==> src/rtl/rc_pwm_pkg.sv <==
// rtl/rc_pwm_pkg.sv - default constants and position helpers for rc_pwm_multi
package rc_pwm_pkg;

   localparam int unsigned DEF_CLK_DIV     = 1953;
   localparam int unsigned DEF_FRAME_TICKS = 512;
   localparam int unsigned DEF_POS_W       = 8;
   localparam int unsigned DEF_MIN_POS     = 50;
   localparam int unsigned DEF_MAX_POS     = 100;
   localparam int unsigned DEF_NEUTRAL     = 75;
   localparam int unsigned DEF_SLEW_STEP   = 2;

   function automatic int unsigned clamp_pos(input int unsigned pos,
                                             input int unsigned lo,
                                             input int unsigned hi);
      if (pos < lo) return lo;
      if (pos > hi) return hi;
      return pos;
   endfunction

   function automatic int unsigned slew_toward(input int unsigned cur,
                                               input int unsigned tgt,
                                               input int unsigned step);
      if (tgt > cur) return ((tgt - cur) > step) ? cur + step : tgt;
      return ((cur - tgt) > step) ? cur - step : tgt;
   endfunction

endpackage

==> src/rtl/rc_pwm_multi_if.sv <==
// rtl/rc_pwm_multi_if.sv - position write port of rc_pwm_multi
interface rc_pwm_multi_if #(
   parameter int unsigned NUM_CH = 2,
   parameter int unsigned POS_W  = 8
);
   localparam int unsigned CH_W = (NUM_CH > 1) ? $clog2(NUM_CH) : 1;

   logic              wr_valid;
   logic              wr_ready;
   logic [CH_W-1:0]   wr_ch;
   logic [POS_W-1:0]  wr_pos;
   logic              wr_err;

   modport master (output wr_valid, wr_ch, wr_pos, input wr_ready, wr_err);
   modport slave  (input wr_valid, wr_ch, wr_pos, output wr_ready, wr_err);

endinterface

==> src/rtl/rc_pwm_channel.sv <==
// rtl/rc_pwm_channel.sv - one PWM channel: pending/active pair, clamp, slew, compare flop
// Optional RC_PWM_SLEW_EN: active moves at most SLEW_STEP toward pending per commit.
module rc_pwm_channel
   import rc_pwm_pkg::*;
#(
   parameter int unsigned POS_W     = DEF_POS_W,
   parameter int unsigned FW        = 9,
   parameter int unsigned MIN_POS   = DEF_MIN_POS,
   parameter int unsigned MAX_POS   = DEF_MAX_POS,
`ifdef RC_PWM_SLEW_EN
   parameter int unsigned SLEW_STEP = DEF_SLEW_STEP,
`endif
   parameter int unsigned NEUTRAL   = DEF_NEUTRAL
) (
   input  logic             clk,
   input  logic             rst_n,
   input  logic             enable_i,
   input  logic             wr_en_i,
   input  logic [POS_W-1:0] wr_pos_i,
   input  logic             commit_i,
   input  logic [FW-1:0]    frame_cnt_i,
   output logic             pulse_o
);
   localparam int unsigned CW = (FW > POS_W) ? FW : POS_W;

   logic [POS_W-1:0] pending_q, pending_d;
   logic [POS_W-1:0] active_q, active_d;
   logic             pulse_q, pulse_d;

   always_comb begin
      pending_d = pending_q;
      active_d  = active_q;
      if (wr_en_i) begin
         pending_d = POS_W'(clamp_pos(32'(wr_pos_i), MIN_POS, MAX_POS));
      end
      // Writes are never accepted in a commit cycle, so pending_q is stable here.
      if (commit_i) begin
`ifdef RC_PWM_SLEW_EN
         active_d = POS_W'(slew_toward(32'(active_q), 32'(pending_q), SLEW_STEP));
`else
         active_d = pending_q;
`endif
      end
      pulse_d = enable_i && (CW'(frame_cnt_i) < CW'(active_q));
   end

   always_ff @(posedge clk or negedge rst_n) begin
      if (!rst_n) begin
         pending_q <= POS_W'(NEUTRAL);
         active_q  <= POS_W'(NEUTRAL);
         pulse_q   <= 1'b0;
      end else begin
         pending_q <= pending_d;
         active_q  <= active_d;
         pulse_q   <= pulse_d;
      end
   end

   assign pulse_o = pulse_q;

endmodule

==> src/rtl/rc_pwm_multi.sv <==
// rtl/rc_pwm_multi.sv - multi-channel RC servo/ESC pulse generator with shared divider
// Optional RC_PWM_SLEW_EN: slew-limited frame commits in every channel.
module rc_pwm_multi
   import rc_pwm_pkg::*;
#(
   parameter int unsigned NUM_CH      = 2,
   parameter int unsigned CLK_DIV     = DEF_CLK_DIV,
   parameter int unsigned FRAME_TICKS = DEF_FRAME_TICKS,
   parameter int unsigned POS_W       = DEF_POS_W,
   parameter int unsigned MIN_POS     = DEF_MIN_POS,
   parameter int unsigned MAX_POS     = DEF_MAX_POS,
   parameter int unsigned NEUTRAL     = DEF_NEUTRAL,
   parameter int unsigned SLEW_STEP   = DEF_SLEW_STEP
) (
   input  logic              clk,
   input  logic              rst_n,
   input  logic              enable,
   rc_pwm_multi_if.slave     wr,
   output logic              tick,
   output logic              frame_start,
   output logic [NUM_CH-1:0] pulse_out
);
   localparam int unsigned FW   = $clog2(FRAME_TICKS);
   localparam int unsigned DW   = (CLK_DIV > 1) ? $clog2(CLK_DIV) : 1;
   localparam int unsigned CH_W = (NUM_CH > 1) ? $clog2(NUM_CH) : 1;

   // A zero slew step would freeze every output at NEUTRAL forever.
   if (NUM_CH < 1 || NUM_CH > 16 || MAX_POS >= FRAME_TICKS || MIN_POS > MAX_POS ||
       (1 << FW) != FRAME_TICKS || MAX_POS >= (1 << POS_W) || SLEW_STEP == 0) begin : g_bad_cfg
      $error("rc_pwm_multi: illegal parameter set");
   end

   logic [DW-1:0] div_cnt_q, div_cnt_d;
   logic [FW-1:0] frame_cnt_q, frame_cnt_d;
   logic          tick_q, tick_d;
   logic          frame_start_q;
   logic          wr_err_q, wr_err_d;
   logic          commit;
   logic          accept;

   always_comb begin
      div_cnt_d = div_cnt_q + DW'(1);
      tick_d    = 1'b0;
      if (div_cnt_q == DW'(CLK_DIV - 1)) begin
         div_cnt_d = '0;
         tick_d    = 1'b1;
      end
      commit      = tick_q && (frame_cnt_q == FW'(FRAME_TICKS - 1));
      frame_cnt_d = tick_q ? frame_cnt_q + FW'(1) : frame_cnt_q;
      accept      = wr.wr_valid && !commit;
      wr_err_d    = accept && (32'(wr.wr_ch) >= NUM_CH);
   end

   always_ff @(posedge clk or negedge rst_n) begin
      if (!rst_n) begin
         div_cnt_q     <= '0;
         frame_cnt_q   <= '0;
         tick_q        <= 1'b0;
         frame_start_q <= 1'b0;
         wr_err_q      <= 1'b0;
      end else begin
         div_cnt_q     <= div_cnt_d;
         frame_cnt_q   <= frame_cnt_d;
         tick_q        <= tick_d;
         frame_start_q <= commit;
         wr_err_q      <= wr_err_d;
      end
   end

   assign wr.wr_ready = !commit;
   assign wr.wr_err   = wr_err_q;
   assign tick        = tick_q;
   assign frame_start = frame_start_q;

   for (genvar i = 0; i < NUM_CH; i++) begin : g_ch
      rc_pwm_channel #(
         .POS_W     (POS_W),
         .FW        (FW),
         .MIN_POS   (MIN_POS),
         .MAX_POS   (MAX_POS),
`ifdef RC_PWM_SLEW_EN
         .SLEW_STEP (SLEW_STEP),
`endif
         .NEUTRAL   (NEUTRAL)
      ) u_ch (
         .clk         (clk),
         .rst_n       (rst_n),
         .enable_i    (enable),
         .wr_en_i     (accept && (wr.wr_ch == CH_W'(i))),
         .wr_pos_i    (wr.wr_pos),
         .commit_i    (commit),
         .frame_cnt_i (frame_cnt_q),
         .pulse_o     (pulse_out[i])
      );
   end

endmodule

==> src/flat_wrapper.sv <==
// flat-port wrapper written by rule: the top's interface ports become plain ports
module rc_pwm_multi_flat import rc_pwm_pkg::*;
#(
   parameter int unsigned NUM_CH      = 2,
   parameter int unsigned CLK_DIV     = DEF_CLK_DIV,
   parameter int unsigned FRAME_TICKS = DEF_FRAME_TICKS,
   parameter int unsigned POS_W       = DEF_POS_W,
   parameter int unsigned MIN_POS     = DEF_MIN_POS,
   parameter int unsigned MAX_POS     = DEF_MAX_POS,
   parameter int unsigned NEUTRAL     = DEF_NEUTRAL,
   parameter int unsigned SLEW_STEP   = DEF_SLEW_STEP
)
  (clk, rst_n, enable, tick, frame_start, pulse_out, wr_wr_valid, wr_wr_ch, wr_wr_pos, wr_wr_ready, wr_wr_err);
  rc_pwm_multi_if #(.NUM_CH(NUM_CH), .POS_W(POS_W)) wr_i ();
  input  logic clk;
  input  logic rst_n;
  input  logic enable;
  output logic tick;
  output logic frame_start;
  output logic [NUM_CH-1:0] pulse_out;
  input wire logic [$bits(wr_i.wr_valid)-1:0] wr_wr_valid;
  input wire logic [$bits(wr_i.wr_ch)-1:0] wr_wr_ch;
  input wire logic [$bits(wr_i.wr_pos)-1:0] wr_wr_pos;
  output wire logic [$bits(wr_i.wr_ready)-1:0] wr_wr_ready;
  output wire logic [$bits(wr_i.wr_err)-1:0] wr_wr_err;
  assign wr_i.wr_valid = wr_wr_valid;
  assign wr_i.wr_ch = wr_wr_ch;
  assign wr_i.wr_pos = wr_wr_pos;
  assign wr_wr_ready = wr_i.wr_ready;
  assign wr_wr_err = wr_i.wr_err;
  rc_pwm_multi #(.NUM_CH(NUM_CH), .CLK_DIV(CLK_DIV), .FRAME_TICKS(FRAME_TICKS), .POS_W(POS_W), .MIN_POS(MIN_POS), .MAX_POS(MAX_POS), .NEUTRAL(NEUTRAL), .SLEW_STEP(SLEW_STEP)) u_core (.clk(clk), .rst_n(rst_n), .enable(enable), .wr(wr_i), .tick(tick), .frame_start(frame_start), .pulse_out(pulse_out));
endmodule
==> config.mk <==
export PLATFORM = sky130hd
export DESIGN_NAME = rc_pwm_multi_flat
export DESIGN_NICKNAME = d
export VERILOG_FILES = /design/src/rtl/rc_pwm_pkg.sv /design/src/rtl/rc_pwm_multi_if.sv /design/src/rtl/rc_pwm_channel.sv /design/src/rtl/rc_pwm_multi.sv /design/src/flat_wrapper.sv
export SDC_FILE = /design/constraint.sdc
export NUM_CORES = 1
export LEC_CHECK = 0
export BUFFER_PORTS_ARGS = -buffer_cell sky130_fd_sc_hd__buf_2
export CORE_MARGIN = 4
export CORE_UTILIZATION = 54
export DETAILED_ROUTE_END_ITERATION = 16
export HOLD_SLACK_MARGIN = 0.05
export PLACE_DENSITY = 0.74
export SETUP_SLACK_MARGIN = 0.02
export SYNTH_ARGS = -nofsm -noshare
export SYNTH_HDL_FRONTEND = slang
export SYNTH_HIERARCHICAL = 1
export SYNTH_SLANG_ARGS = --single-unit
==> constraint.sdc <==
create_clock -name clk -period 1.8 [get_ports clk]
set_input_delay 0.18 -clock clk [delete_from_list [all_inputs] [get_ports clk]]
set_output_delay 0.18 -clock clk [all_outputs]
set_load 0.01 [all_outputs]
==> reports/metrics.yaml, run 1 <==
clock_insertion_delay_at_the_later_pin_of_the_skew_report_ps: 300
num_antenna_cells: 0
drv.max_cap_violation_count: 0
end_kind: "flop"
met1_usage_pct: 26.2
rr_endpoint: "u_core/g_ch[0].u_ch/pending_q[4]"
power_mw: 2.19
timing.setup.critical_path_class: "flop to flop"
synth_seq_area_share_pct: 50.5
globalplace.congestion: 0.800
mappedNetlistNets: 309
area_growth_pct: 13.3
cp_num_buf_inv: 0
cts_tree: "yes"
die_w_um: 80.2
detailroute.via_count: 1972
synth_compound_area_share_pct: 13.1
cts_max_level: 2
grt_start_max_net_pins: 57
synth.lib_cells_used.distinct: 39
fillers: 427
synth_mux_area_share_pct: 2.40
clock.fmax_mhz: 601
power.leakage_nw: 1.39
overflow_after_grt: 0
ys.flop_type: "sky130_fd_sc_hd__dfrtp_1"
critPathSlowestCell: "sky130_fd_sc_hd__dfrtp_1"
worst_setup_path_start_kind: "flop"
clock_tree.buffer_depth: 2
dp_hpwl_um: 3880
timing.critical_path.required_ps: 2000
synth_xor_area_share_pct: 3.42
critical_path.max_fanout: 4
netlist.top_cell.by_area: "sky130_fd_sc_hd__dfrtp_1"
status: "finished clean"
yosysMostFrequentCell: "sky130_fd_sc_hd__dfrtp_1"
worstReg2RegStart: "u_core/frame_cnt_q[0]"
arrival_time_worst_endpoint_ps: 1860
drt_first_iter_violations: 132
cts_root_buffer: "sky130_fd_sc_hd__clkbuf_8"
initial_core_utilization_pct: 55.4
clkSinkCount: 56
syn-mean-instance-area_um2: 10.1
num-nets-final: 338
number_of_global_route_vias_before_repair: 1939
p_seq_share_pct: 60.8
asyncSetResetFlopFracSynth_pct: 100
synthTopCellsByArea: "sky130_fd_sc_hd__dfrtp_1 36%, sky130_fd_sc_hd__dfstp_2 15%, sky130_fd_sc_hd__ha_1 8.0%, sky130_fd_sc_hd__nand2_1 5.1%, sky130_fd_sc_hd__o21ai_0 3.9%"
yosysTopAreaCellShare_pct: 35.6
final.setup_skew_ps: 4.59
p_sw_share_pct: 23.1
netlist_instances: 278
antenna_found_initial: 0
fin_crit_sh_pct: 92.5
timing.hold.worst.class: "input port to flop"
main_combinational_cell_family_by_area_after_synthesis: "simple AND/OR/NAND/NOR gates"
placed_cells: 369
power.density_nw_per_um2: 687
core_region_area_um2: 5070
grt_util_met3_pct: 2.80
setup_viol_count_final: 0
via_per_inst: 5.22
wire_per_inst_um: 13.7
io_buffer_count: 17
drc_errors: 0
drt.antenna.violating_nets: 0
count_of_flip_flops_with_a_built_in_enable_after_synthesis: 0
globalRouteMet2Util_pct: 27.6
timing_startpoint_of_the_critical_path: "u_core/frame_cnt_q[0]"
layout-drive-gt1-share_pct: 24.0
combPwrFrac_pct: 6.9
first_pass_grt_wire_length_um: 9010
ys_warn_count: 6
commonest_cells_in_the_synthesized_netlist: "40 x sky130_fd_sc_hd__dfrtp_1, 38 x sky130_fd_sc_hd__nand2_1, 25 x sky130_fd_sc_hd__inv_1"
grt_busiest_layer: "met2"
die-height_um: 80.2
synth.ff_latch_count: 56
numCtsBuffers: 5
setup_ws_ps: 135
pin_count: 19
tns_ps: 0
cts.reportedPaths.clkPinSlew_ps: 100
die_area_um2: 6430
path_cells: "ha_2 > nand3_1 > nor2_1 > ha_1 > nand2_2 > nand2_1 > nor2_4 > mux2_2"
slack_of_the_worst_reg_to_reg_path_ps: 140
p_sw_mw: 0.506
hold_violations: 0
grt_use_total_pct: 17.9
drt-total-wl_um: 5190
post_layout_nonfiller_instances: 378
power_frac_clock_pct: 32.3
post_synth_instance_area_um2: 2810
place_ws_ps: 89.2
worst_path_largest_cell_delay_ps: 390
min-delay-start: "wr_wr_pos[0]"
internal-power_mw: 1.69
critical-path-top-delay-family: "simple AND/OR/NAND/NOR gates"
rsz0062_at_grt: "false"
holdPathStages: 3
yosys.area_share.simple_pct: 18.0
hold_path_end: "u_core/g_ch[0].u_ch/pending_q[0]"
std_cell_rows: 26
timing.final.max_slew_violations: 0
firstDrtPassIters: 4
synth-adder-area-share_pct: 8.00
layout_min_cycle_time_ps: 1660
path_depth_of_the_worst_reg2reg_path: 8
max-vdd-ir-drop_v: 0.000543
-- area by class of cell --
cell class                      instances  area, um2  area share (%)
Clock inverter                          2       13.8           0.432
Tap cell                               70       87.6            2.75
Inverter                               25       93.8            2.94
Multi-Input combinational cell        190       1280            40.3
Sequential cell                        56       1420            44.6
Clock buffer                            6       82.6            2.59
Timing Repair Buffer                   29        205            6.43
-- metrics by stage --
step	hold slack, ps	utilization, %	cell area [um2]
5_1_grt	97.1	62.8	3190
3_5_place_dp	201	60.2	3050
2_1_floorplan	-116	-	2820
3_3_place_gp	204	60.2	3050
4_1_cts	85.9	62.3	3160
6_report	99.4	62.8	3190
-- how the worst max path moves through the flow --
stage,endpoint,slack [ps],cells after the start
finish,u_core/g_ch[0].u_ch/pending_q[4],140,8
CTS,u_core/g_ch[0].u_ch/pending_q[3],70,10
global placement,u_core/g_ch[1].u_ch/pending_q[4],150,7
detailed placement,u_core/g_ch[0].u_ch/pending_q[3],90,10
floorplan,u_core/g_ch[1].u_ch/pending_q[5],60,9
global route,u_core/g_ch[1].u_ch/pending_q[1],10,9
-- per-layer routing --
layer  up-vias  routed length [um]
met3         6                 101
met5         -                   0
met2        20                2430
li1       1009                   -
met1       937                2610
met4         0                  45
-- power by group through the flow --
| stage | sequential [mW] | combinational, mW | clock (mW) |
|---|---|---|---|
| 2_1_floorplan | 1.35 | 0.0782 | 0 |
| 4_1_cts | 1.33 | 0.148 | 0.734 |
| 3_3_place_gp | 1.36 | 0.142 | 0 |
| 6_report | 1.33 | 0.151 | 0.709 |
| 3_5_place_dp | 1.36 | 0.146 | 0 |
| 5_1_grt | 1.34 | 0.172 | 0.777 |
-- cell families after synthesis --
family / Yosys count
AOI/OAI and AO/OA: 56
DFF: 56
xor gates and xnor gates: 11
muxes: 6
and+or+nand+nor: 98
buffers and inverters: 32
other: 1
adders and majority gates: 18
-- layout by cell type, fill, tap and decap left out, types with 2 or more instances in the layout --
cell,Yosys,final
sky130_fd_sc_hd__o22ai_2,4,4
sky130_fd_sc_hd__a21oi_1,10,10
sky130_fd_sc_hd__buf_4,1,7
sky130_fd_sc_hd__a31oi_1,4,4
sky130_fd_sc_hd__nand4b_1,2,2
sky130_fd_sc_hd__clkbuf_8,0,6
sky130_fd_sc_hd__inv_1,25,24
sky130_fd_sc_hd__o211ai_1,6,6
sky130_fd_sc_hd__buf_6,0,2
sky130_fd_sc_hd__dfrtp_1,40,40
sky130_fd_sc_hd__nand4_1,6,6
sky130_fd_sc_hd__or4_1,2,2
sky130_fd_sc_hd__o22ai_1,2,2
sky130_fd_sc_hd__nor2b_1,9,9
sky130_fd_sc_hd__xnor2_1,7,7
sky130_fd_sc_hd__nand3_1,5,5
sky130_fd_sc_hd__o21ai_0,22,22
sky130_fd_sc_hd__buf_2,1,17
sky130_fd_sc_hd__nand2_1,38,37
sky130_fd_sc_hd__o311ai_0,2,2
sky130_fd_sc_hd__a41oi_1,2,2
sky130_fd_sc_hd__or3_1,3,3
sky130_fd_sc_hd__or2b_1,2,2
sky130_fd_sc_hd__dfstp_2,16,16
sky130_fd_sc_hd__a31oi_2,2,2
sky130_fd_sc_hd__xor2_1,4,4
sky130_fd_sc_hd__nor2_1,19,18
sky130_fd_sc_hd__nand2b_1,5,5
sky130_fd_sc_hd__mux2_2,6,6
sky130_fd_sc_hd__a211oi_1,2,2
sky130_fd_sc_hd__ha_1,18,17
-- state kept, by name (all words and copies together), names as in the netlist --
register and count:
u_core/g_ch.u_ch/active_q 16, u_core/frame_cnt_q 9, u_core/g_ch.u_ch/pulse_o 2, u_core/g_ch.u_ch/pending_q 16, u_core/frame_start 1, u_core/tick 1
u_core/div_cnt_q 11
-- worst reg2reg max path, cell delays in order (launching register included) --
cell                      delay [ps]
sky130_fd_sc_hd__dfrtp_1         390
sky130_fd_sc_hd__ha_2            200
sky130_fd_sc_hd__nand3_1          80
sky130_fd_sc_hd__nor2_1           40
sky130_fd_sc_hd__ha_1            190
sky130_fd_sc_hd__nand2_2         100
sky130_fd_sc_hd__nand2_1         100
sky130_fd_sc_hd__nor2_4          120
sky130_fd_sc_hd__mux2_2          340
-- what timing repair did --
action,in CTS,in global routing
setup buffers,0,0
endpoints found under the hold margin,40,0
gates resized for setup,0,9
hold buffers,1,0
endpoints found under the setup margin,0,25
Power figures use the tool's default switching activity.
==> run 2, diff against run 1 <==
--- a/config.mk
+++ b/config.mk
@@ -7,10 +7,11 @@
 export LEC_CHECK = 0
 export BUFFER_PORTS_ARGS = -buffer_cell sky130_fd_sc_hd__buf_2
 export CORE_MARGIN = 4
-export CORE_UTILIZATION = 54
+export CORE_UTILIZATION = 56
+export CTS_BUF_LIST = sky130_fd_sc_hd__clkbuf_8
 export DETAILED_ROUTE_END_ITERATION = 16
 export HOLD_SLACK_MARGIN = 0.05
-export PLACE_DENSITY = 0.74
+export PLACE_DENSITY = 0.77
 export SETUP_SLACK_MARGIN = 0.02
 export SYNTH_ARGS = -nofsm -noshare
 export SYNTH_HDL_FRONTEND = slang
==> run 2 against run 1 <==
Net effect: utilization is 4.4 points higher; non-clock buffer count unchanged; sequential power is essentially flat; cell count shrank 0.79%; combinational power decreased by 3%; critical path type unchanged.
==> reports/metrics.yaml, run 2 (synthesis results as in run 1) <==
cts_max_level: 2
wire_per_inst_um: 14.0
post_layout_nonfiller_instances: 375
clock_tree.buffer_depth: 2
clock_insertion_delay_at_the_later_pin_of_the_skew_report_ps: 310
timing.critical_path.required_ps: 1980
timing.hold.worst.class: "input port to flop"
die_w_um: 78.9
globalplace.congestion: 0.817
power.leakage_nw: 1.42
status: "finished clean"
power_mw: 2.36
area_growth_pct: 14.4
io_buffer_count: 17
cts_root_buffer: "sky130_fd_sc_hd__clkbuf_8"
cts_tree: "yes"
power.density_nw_per_um2: 733
drt_first_iter_violations: 94
largestRegisters: "u_core/g_ch.u_ch/active_q (16), u_core/g_ch.u_ch/pending_q (16), u_core/div_cnt_q (11)"
max-vdd-ir-drop_v: 0.000435
mostFrequentLayoutCell: "sky130_fd_sc_hd__dfrtp_1"
critical_path.max_fanout: 13
setup_viol_count_final: 0
layout_common_cells: "40 x sky130_fd_sc_hd__dfrtp_1, 37 x sky130_fd_sc_hd__nand2_1, 24 x sky130_fd_sc_hd__inv_1"
drv.max_cap_violation_count: 0
pin_count: 19
end_kind: "flop"
final.setup_skew_ps: 10.5
die_area_um2: 6220
top_signal_layer_used: "met4"
detailroute.via_count: 2018
core_region_area_um2: 4790
layout-drive-gt1-share_pct: 24.7
number_of_global_route_vias_before_repair: 1934
rsz0062_at_grt: "true"
worst_setup_path_start_kind: "flop"
drt.antenna.violating_nets: 0
arrival_time_worst_endpoint_ps: 1860
clock.fmax_mhz: 597
first_pass_grt_wire_length_um: 9050
wl_met3_um: 168
setup_ws_ps: 125
layout_min_cycle_time_ps: 1680
tns_ps: 0
grt_start_max_net_pins: 57
place_ws_ps: 95.8
via_per_inst: 5.38
hold_violations: 0
grt_use_total_pct: 18.3
timing.setup.critical_path_class: "flop to flop"
placed_cells: 365
route.layer.met1.wl_um: 2550
cts.reportedPaths.clkPinSlew_ps: 90
initial_core_utilization_pct: 58.8
clkSinkCount: 56
die-height_um: 78.9
timing.final.max_slew_violations: 0
fin_crit_sh_pct: 93.1
drc_errors: 0
num-nets-final: 338
antenna_found_initial: 0
std_cell_rows: 25
firstDrtPassIters: 4
detailroute.wirelength.met2_um: 2460
finish.utilization_pct: 67.3
dp_hpwl_um: 3810
drt-total-wl_um: 5230
num_antenna_cells: 0
numCtsBuffers: 5
overflow_after_grt: 0
[run 2: changes by cell type in the layout (fill, tap and decap cells not counted), sizes merged]
cell / previous run / this run
clkbuf: 6 / 7
inv: 26 / 25
clkinvlp: 1 / 0
bufinv: 0 / 1
[run 2: final timing paths]
path	start	slack [ps]	cells past startpoint	to
max in group asynchronous	rst_n	1100	3	u_core/g_ch[1].u_ch/active_q[3]
min in group asynchronous	rst_n	400	3	u_core/div_cnt_q[7]
min	wr_wr_pos[0]	100	3	u_core/g_ch[0].u_ch/pending_q[0]
max reg2reg	u_core/frame_cnt_q[1]	120	9	u_core/g_ch[1].u_ch/pending_q[5]
max	u_core/frame_cnt_q[1]	120	9	u_core/g_ch[1].u_ch/pending_q[5]
min reg2reg	u_core/g_ch[0].u_ch/pending_q[2]	490	2	u_core/g_ch[0].u_ch/active_q[2]
[run 2: per-stage QoR]
step / area, um2 / hold slack, ps
finish: 3220 / 99.2
global route: 3220 / 117
detailed placement: 3040 / 200
floorplan: 2820 / -116
CTS: 3180 / 89.7
global placement: 3040 / 199
[run 2: repair_timing]
action / in CTS / in global routing
setup buffers: 0 / 1
hold endpoints to repair: 40 / 0
hold buffers: 1 / 0
setup endpoints to repair: 0 / 20
resized for setup: 0 / 10
[run 2: per-layer routing]
metal	track usage, %	vias up
li1	-	1008
met1	25.8	971
met2	28.4	34
met3	3.51	5
met4	6.70	0
met5	0	-
[run 2: critical path, cell delays in order, from the launching register on]
cell	delay [ps]
sky130_fd_sc_hd__dfrtp_1	370
sky130_fd_sc_hd__ha_2	200
sky130_fd_sc_hd__nand3_1	90
sky130_fd_sc_hd__nor2_2	120
sky130_fd_sc_hd__ha_2	200
sky130_fd_sc_hd__nand2_4	70
sky130_fd_sc_hd__and3_4	200
sky130_fd_sc_hd__buf_4	170
sky130_fd_sc_hd__nor2_1	90
sky130_fd_sc_hd__a31oi_1	50
[run 2: power by group]
part,switching [mW],internal (mW)
combinational,0.0856,0.0608
clock,0.389,0.491
sequential,0.0227,1.31
total,0.497,1.86
[run 2: cell type report]
type | count | area, um2
clock buffers | 7 | 96.3
well taps | 67 | 83.8
clock inverters | 1 | 30.0
fillers | 372 | 1570
multi-input cells | 190 | 1290
inverters | 25 | 93.8
flip-flops and latches | 56 | 1420
repair buffers | 29 | 204
==> run 3, diff against run 2 <==
--- a/config.mk
+++ b/config.mk
@@ -6,6 +6,7 @@
 export NUM_CORES = 1
 export LEC_CHECK = 0
 export BUFFER_PORTS_ARGS = -buffer_cell sky130_fd_sc_hd__buf_2
+export CORE_ASPECT_RATIO = 0.6
 export CORE_MARGIN = 4
 export CORE_UTILIZATION = 56
 export CTS_BUF_LIST = sky130_fd_sc_hd__clkbuf_8
==> run 3 against run 2 <==
Net effect: clock-buffer cell count decreased by 1; total power decreased by 6.3%; critical path depth decreased by 1; die area increased by 0.61%; sequential share of layout area about the same; combinational power increased by 5%; via count increased by 1.6%; global-route usage increased by 1.0 points; sequential power about the same; register-to-register slack about the same; wire length increased by 8.8%.
==> reports/metrics.yaml, run 3 (synthesis results as in run 1) <==
status: "finished clean"
antenna_found_initial: 0
io_buffer_count: 17
worst_path_largest_cell_delay_ps: 390
pin_count: 19
wire_per_inst_um: 15.1
num-nets-final: 344
timing.critical_path.required_ps: 2000
tns_ps: 0
critPathSlowestCell: "sky130_fd_sc_hd__dfrtp_1"
fillers: 353
grt_util_met3_pct: 4.35
arrival_time_worst_endpoint_ps: 1890
power_frac_clock_pct: 32.3
max-vdd-ir-drop_v: 0.000476
die-height_um: 62.9
numCtsBuffers: 5
dp_hpwl_um: 4200
worst_setup_path_start_kind: "flop"
layout_min_cycle_time_ps: 1680
post_layout_nonfiller_instances: 377
layout-drive-gt1-share_pct: 25.5
initial_core_utilization_pct: 59.8
clkSinkCount: 56
placed_cells: 364
timing.hold.worst.class: "input port to flop"
combPwrFrac_pct: 7.0
drv.max_cap_violation_count: 0
hold_ws_ps: 89.6
firstDrtPassIters: 5
power.density_nw_per_um2: 685
layout.cell_area.non_filler_um2: 3220
via_per_inst: 5.44
std_cell_rows: 19
hold_violations: 0
grt_use_total_pct: 19.4
end_kind: "flop"
setup_ws_ps: 116
grt_busiest_layer: "met1"
power_mw: 2.21
drt-total-wl_um: 5700
power.leakage_nw: 1.41
cts_max_level: 2
cp_num_buf_inv: 0
globalplace.congestion: 0.819
path_cells: "ha_2 > nand3_1 > nor2_1 > ha_1 > nand2_2 > nand2_1 > nor2_4 > mux2_2"
critical-path-top-delay-family: "simple AND/OR/NAND/NOR gates"
multi_input_comb_area_um2: 1280
number_of_global_route_vias_before_repair: 1888
globalRouteMet2Util_pct: 25.4
post_dp_cell_area_um2: 3060
cts_root_buffer: "sky130_fd_sc_hd__clkbuf_8"
layout_common_cells: "39 x sky130_fd_sc_hd__dfrtp_1, 37 x sky130_fd_sc_hd__nand2_1, 25 x sky130_fd_sc_hd__inv_1"
grt_start_max_net_pins: 57
clock_insertion_delay_at_the_later_pin_of_the_skew_report_ps: 310
clock.fmax_mhz: 594
die_w_um: 99.5
critical_path.max_fanout: 4
area_growth_pct: 14.6
internal-power_mw: 1.69
p_seq_share_pct: 60.7
detailroute.via_count: 2050
sequential_cell_area_um2: 1420
clock_tree.buffer_depth: 2
p_sw_share_pct: 23.6
cts.reportedPaths.clkPinSlew_ps: 100
drt_first_iter_violations: 149
met1_usage_pct: 31.3
num_antenna_cells: 0
overflow_after_grt: 0
drc_errors: 0
setup_viol_count_final: 0
largestRegisters: "u_core/g_ch.u_ch/active_q (16), u_core/g_ch.u_ch/pending_q (16), u_core/div_cnt_q (11)"
timing.final.max_slew_violations: 0
rsz0062_at_grt: "false"
drt.antenna.violating_nets: 0
first_pass_grt_wire_length_um: 9410
final.setup_skew_ps: 6.76
p_sw_mw: 0.522
mostFrequentLayoutCell: "sky130_fd_sc_hd__dfrtp_1"
cts_tree: "yes"
place_ws_ps: 66.1
timing.setup.critical_path_class: "flop to flop"
fin_crit_sh_pct: 93.6
core_region_area_um2: 4710
finish.utilization_pct: 68.5
die_area_um2: 6260
==> run 3: layout make-up <==
| class | count | area share (%) |
|---|---|---|
| Clock inverter | 2 | 0.466 |
| Clock buffer | 6 | 2.56 |
| Tap cell | 63 | 2.44 |
| Timing Repair Buffer | 35 | 7.64 |
| Inverter | 25 | 2.91 |
| Multi-Input combinational cell | 190 | 39.9 |
| Sequential cell | 56 | 44.1 |
==> run 3: worst paths after layout <==
path,startpoint,to,slack (ps),cells after the start
setup reg to reg,u_core/frame_cnt_q[0],u_core/g_ch[0].u_ch/pending_q[4],120,8
min in group asynchronous,rst_n,u_core/g_ch[1].u_ch/pulse_o,390,3
hold / removal,wr_wr_pos[0],u_core/g_ch[0].u_ch/pending_q[0],90,3
max in group asynchronous,rst_n,u_core/g_ch[1].u_ch/active_q[0],1120,3
setup / recovery,u_core/frame_cnt_q[0],u_core/g_ch[0].u_ch/pending_q[4],120,8
hold reg to reg,u_core/g_ch[1].u_ch/pending_q[0],u_core/g_ch[1].u_ch/pending_q[0],500,2
==> run 3: power groups by stage <==
stage          clock [mW]  combinational (mW)  sequential [mW]
4_1_cts             0.743               0.149             1.34
3_3_place_gp            0               0.142             1.36
2_1_floorplan           0              0.0782             1.35
5_1_grt             0.807               0.175             1.34
3_5_place_dp            0               0.146             1.36
6_report            0.714               0.154             1.34
==> run 3: metal layers <==
metal,wire (um),part of all wire [%]
met5,0,0
met4,49,0.86
met3,293,5.1
met2,2360,41
met1,2990,53
==> run 3: worst reg2reg max path, stage by stage, from the launching register on <==
cell                      delay (ps)
sky130_fd_sc_hd__dfrtp_1         390
sky130_fd_sc_hd__ha_2            200
sky130_fd_sc_hd__nand3_1          80
sky130_fd_sc_hd__nor2_1           60
sky130_fd_sc_hd__ha_1            190
sky130_fd_sc_hd__nand2_2          80
sky130_fd_sc_hd__nand2_1          90
sky130_fd_sc_hd__nor2_4          140
sky130_fd_sc_hd__mux2_2          350
==> run 3: what timing repair did <==
action | 4_1_cts | 5_1_grt
endpoints found under the hold margin | 40 | 0
hold buffers | 1 | 0
setup endpoints to repair | 0 | 17
setup buffers | 0 | 4
gates resized for setup | 0 | 8
